===== config.mk =====
export PLATFORM = sky130hd
export DESIGN_NAME = demux_scatter_reg
export DESIGN_NICKNAME = d
export VERILOG_FILES = /design/src/rtl/demux_scatter_reg.sv
export SDC_FILE = /design/constraint.sdc
export NUM_CORES = 1
export LEC_CHECK = 0
export BUFFER_PORTS_ARGS = -buffer_cell sky130_fd_sc_hd__buf_4
export CAP_MARGIN = 15
export CORE_UTILIZATION = 35
export DETAILED_ROUTE_END_ITERATION = 16
export GPL_ROUTABILITY_DRIVEN = 0
export GPL_TIMING_DRIVEN = 0
export MAX_ROUTING_LAYER = met4
export PLACE_DENSITY = 0.69
export SKIP_CTS_REPAIR_TIMING = 1
export SLEW_MARGIN = 20
export SYNTH_ARGS = -nofsm -noshare
export SYNTH_HDL_FRONTEND = slang
export SYNTH_SLANG_ARGS = --single-unit

===== constraint.sdc =====
create_clock -name clk -period 1.8 [get_ports clk]
set_input_delay 0.54 -clock clk [delete_from_list [all_inputs] [get_ports clk]]
set_output_delay 0.54 -clock clk [all_outputs]
set_load 0.1 [all_outputs]

===== src/rtl/demux_scatter_reg.sv =====
// Two-channel registered scatter into operand banks A and B; presents a complete frame until acked.
// Optional DEMUX_SCATTER_RANGE_ERR_EN adds a sticky sel_err flag for out-of-range manual writes.
module demux_scatter_reg #(
    parameter int DW = 16,
    parameter int NA = 4,
    parameter int NB = 6,
    parameter int SA = 2,
    parameter int SB = 3
) (
    input  logic             clk,
    input  logic             rst_n,
    input  logic             auto_mode,
    input  logic             a_valid,
    output logic             a_ready,
    input  logic [SA-1:0]    a_sel,
    input  logic [DW-1:0]    a_data,
    input  logic             b_valid,
    output logic             b_ready,
    input  logic [SB-1:0]    b_sel,
    input  logic [DW-1:0]    b_data,
    output logic [NA*DW-1:0] a_flat,
    output logic [NB*DW-1:0] b_flat,
    output logic [NA-1:0]    a_mask,
    output logic [NB-1:0]    b_mask,
    output logic             frame_valid,
    input  logic             frame_ack
`ifdef DEMUX_SCATTER_RANGE_ERR_EN
    ,
    output logic             sel_err
`endif
);

    typedef enum logic {
        FILL = 1'b0,
        HOLD = 1'b1
    } state_t;

    state_t        state;
    logic [SA-1:0] a_ptr;
    logic [SB-1:0] b_ptr;
    logic [SA-1:0] a_idx;
    logic [SB-1:0] b_idx;
    logic          a_xfer;
    logic          b_xfer;
    logic [NA-1:0] a_mask_nxt;
    logic [NB-1:0] b_mask_nxt;

    assign a_ready     = (state == FILL);
    assign b_ready     = (state == FILL);
    assign frame_valid = (state == HOLD);

    assign a_xfer = a_valid && a_ready;
    assign b_xfer = b_valid && b_ready;
    assign a_idx  = auto_mode ? a_ptr : a_sel;
    assign b_idx  = auto_mode ? b_ptr : b_sel;

    // Out-of-range indices simply match no element, so the write is dropped.
    always_comb begin
        a_mask_nxt = a_mask;
        for (int i = 0; i < NA; i++) begin
            if (a_xfer && (a_idx == SA'(i))) a_mask_nxt[i] = 1'b1;
        end
        b_mask_nxt = b_mask;
        for (int i = 0; i < NB; i++) begin
            if (b_xfer && (b_idx == SB'(i))) b_mask_nxt[i] = 1'b1;
        end
    end

`ifdef DEMUX_SCATTER_RANGE_ERR_EN
    logic a_oor;
    logic b_oor;
    assign a_oor = a_xfer && !auto_mode && (32'(a_sel) >= 32'(NA));
    assign b_oor = b_xfer && !auto_mode && (32'(b_sel) >= 32'(NB));
`endif

    always_ff @(posedge clk or negedge rst_n) begin
        if (!rst_n) begin
            state  <= FILL;
            a_flat <= '0;
            b_flat <= '0;
            a_mask <= '0;
            b_mask <= '0;
            a_ptr  <= '0;
            b_ptr  <= '0;
`ifdef DEMUX_SCATTER_RANGE_ERR_EN
            sel_err <= 1'b0;
`endif
        end else begin
            case (state)
                FILL: begin
                    for (int i = 0; i < NA; i++) begin
                        if (a_xfer && (a_idx == SA'(i))) a_flat[i*DW +: DW] <= a_data;
                    end
                    for (int i = 0; i < NB; i++) begin
                        if (b_xfer && (b_idx == SB'(i))) b_flat[i*DW +: DW] <= b_data;
                    end
                    a_mask <= a_mask_nxt;
                    b_mask <= b_mask_nxt;
                    if (a_xfer && auto_mode)
                        a_ptr <= (a_ptr == SA'(NA-1)) ? '0 : a_ptr + 1'b1;
                    if (b_xfer && auto_mode)
                        b_ptr <= (b_ptr == SB'(NB-1)) ? '0 : b_ptr + 1'b1;
`ifdef DEMUX_SCATTER_RANGE_ERR_EN
                    if (a_oor || b_oor) sel_err <= 1'b1;
`endif
                    if (&a_mask_nxt && &b_mask_nxt) state <= HOLD;
                end
                HOLD: begin
                    // Bank data is kept on ack; only the bookkeeping restarts.
                    if (frame_ack) begin
                        a_mask <= '0;
                        b_mask <= '0;
                        a_ptr  <= '0;
                        b_ptr  <= '0;
`ifdef DEMUX_SCATTER_RANGE_ERR_EN
                        sel_err <= 1'b0;
`endif
                        state  <= FILL;
                    end
                end
                default: state <= FILL;
            endcase
        end
    end

endmodule


==> impl_metrics.ini <==
[grt]
met2_usage_pct = 30.78
grt_busiest_layer = met2
grt_pass1_vias = 4957
grt_start_max_net_pins = 96
grt-ovfl-total = 0
grt_pass1_wl_um = 27630
track_usage_pct = 18.64
gr-usage-met1_pct = 22.12
gr-usage-met3_pct = 5.701
antenna_found_initial = 0

[clocking]
cts-root-buf = clkbuf_16
cts_num_sinks = 176
path_clk_slew_ns = 0.07
clock_path_buffers = 2
cts_buffers = 17
cts_tree = built
htreeDepth = 4
insertion_delay_ns = 0.43

[sta]
rsz0062_at_grt = true
worst_pin_slew_ns = 0.6142
setup_viol = 52
fin_skew_ns = 0.01114
slew_headroom_pct = 59.05
layout_min_cycle_time_ns = 1.895
setup_slack_ns = -0.09526
fin_crit_sh_pct = 105.3
slew_viol_final = 0
fmaxAchievable_ghz = 0.5276
tns_ns = -1.960
final_hold_viol_count = 0

[die]
initial_core_util_pct = 35.70
coreArea_sq_mm = 0.01940
fp-row-count = 51
die_h_um = 142.7
boundaryPins = 216
dieArea_sq_mm = 0.02035
die_w_um = 142.7

[setup_path]
cp-end-kind = flip-flop
critical_path_class = primary input to flip-flop
timing.rr.end = frame_valid
cp-start-kind = primary input
worst_r2r_path_depth = 7
cp.required_ns = 2.13
cp.arrival_ns = 2.22
reg2reg_setup_slack_ns = -0.08
r2r-start = frame_valid
path_max_fanout = 7

[route]
dr.pass1.iters = 4
via_count = 4737
drt_iter0_drc = 117
post_drt_wl_per_cell_um = 18.39
remaining_drc_errors = 0
routed_wl_um = 18260
vias_per_cell = 4.770
ant_nets = 0

[layout]
fillCellCount = 1709
drive_gt1_share_pct = 67.03
fin_nets = 758
num_antenna_cells = 0
area_delta_synth_final_pct = 45.28
register_area_sq_mm = 0.004410
multi_input_area_sq_mm = 0.002510

[yosys]
synthFlopType = dfrtp_1
syn_area_sq_mm = 0.006925
postSynthAreaPerCell_sq_um = 15.56
synth-edff-count = 0
synth.most_common_cell = dfrtp_1
yosysUniqueCellTypes = 40
seq_area_frac_synth_pct = 63.60
synth_top_area_share_pct = 63.60
synthArstFlopShare_pct = 100.0
syn_inst = 445
ys_top_cells_by_count = 176 x dfrtp_1, 162 x mux2_2, 10 x inv_1, 10 x o21ai_0, 8 x nand2_1
yosysWarnings = 0
syn-num-nets = 488
ys_seq_elements = 176
synth_top_cell_by_area = dfrtp_1
synth_area_leaders = dfrtp_1 64%, mux2_2 26%, o21ai_0 0.72%

[placed_design]
place_hpwl_um = 12650
io_buffers = 215

[job]
maxCapViolCount = 0

[hold_path]
hp-class = primary input to asynchronous set/reset pin

[run_status]
violations = negative setup slack
status = complete, but fails checks
-- state kept, by name, indices dropped and copies added (netlist names) --
register and count:
b_mask 6, b_flat 96, a_flat 64, frame_valid 1
a_ptr 2, a_mask 4, b_ptr 3
-- cells in the final DEF, fill, tap and decap left out, types with 2 or more instances in the layout --
cell        instances
buf_4             239
dfrtp_1           173
mux2_2            155
clkbuf_16          17
buf_6              15
o21ai_0            10
inv_1               9
mux2_4              7
nand3_1             6
buf_8               6
nand2_1             5
nand2b_1            4
buf_12              4
nor3_4              4
a21oi_1             4
nand2_4             4
o22ai_1             4
inv_8               4
clkinv_8            4
mux2i_2             3
nor2_1              3
inv_6               3
clkinvlp_4          2
nor2_4              2
nand3b_1            2
a211oi_4            2
and2_1              2
clkbuf_1            2
a21boi_0            2
xor2_1              2
dfrtp_2             2
clkinv_4            2
-- critical path, stage by stage --
cell,delay [ns]
buf_6,0.10
buf_12,0.13
or3b_4,0.41
a211oi_4,0.44
buf_4,0.20
o21ai_2,0.05
o21bai_1,0.16
o31ai_1,0.19
-- worst max path at each step --
stage	from	to	slack, ns	cells past startpoint
2_1_floorplan	frame_valid	b_ready	-0.29	2
3_3_place_gp	rst_n	frame_valid	-1.04	1
3_5_place_dp	auto_mode	b_flat[91]	-0.79	6
4_1_cts	b_ptr[0]	b_flat[91]	-0.49	5
5_1_grt	frame_valid	frame_valid	-0.15	7
6_report	auto_mode	frame_valid	-0.1	8
-- final cells by class --
type                            count  share of cell area [%]
Multi-Input combinational cell    242                   24.95
Inverter                           10                  0.4104
Buffer                             15                   1.741
Clock buffer                       17                   4.228
Clock inverter                     15                   1.654
Sequential cell                   176                   43.84
Timing Repair Buffer              253                   19.89
Tap cell                          265                   3.296
-- metal layers --
metal | share of wire (%) | wire length [um] | vias up
met2 | 50 | 9051 | 183
li1 | - | - | 2146
met5 | 0 | 0 | -
met3 | 7.9 | 1451 | 16
met1 | 41 | 7568 | 2392
met4 | 1.0 | 191 | 0
-- logic make-up after synthesis --
logic type                after synthesis  share of synthesized area [%]
xor gates and xnor gates                2                         0.2530
AOI/OAI and AO/OA                      34                          3.704
and+or+nand+nor                        40                          3.396
DFF                                   176                          63.60
buffers and inverters                  27                          2.060
muxes                                 166                          26.99
-- through the flow --
step	util, %	hold WS, ns	instances	setup WS [ns]	cell area (sq um)
2_1_floorplan	-	0.2444	445	-0.2923	7078
3_3_place_gp	46.52	0.4707	925	-1.040	9024
3_5_place_dp	46.70	0.4906	926	-0.7904	9059
4_1_cts	49.75	0.1210	958	-0.4928	9651
5_1_grt	51.86	0.1454	993	-0.1540	10060
6_report	51.86	0.1077	993	-0.09526	10060
Power is not shown: default switching activity piles up to over one toggle a cycle in this logic, so the estimate is an artifact.
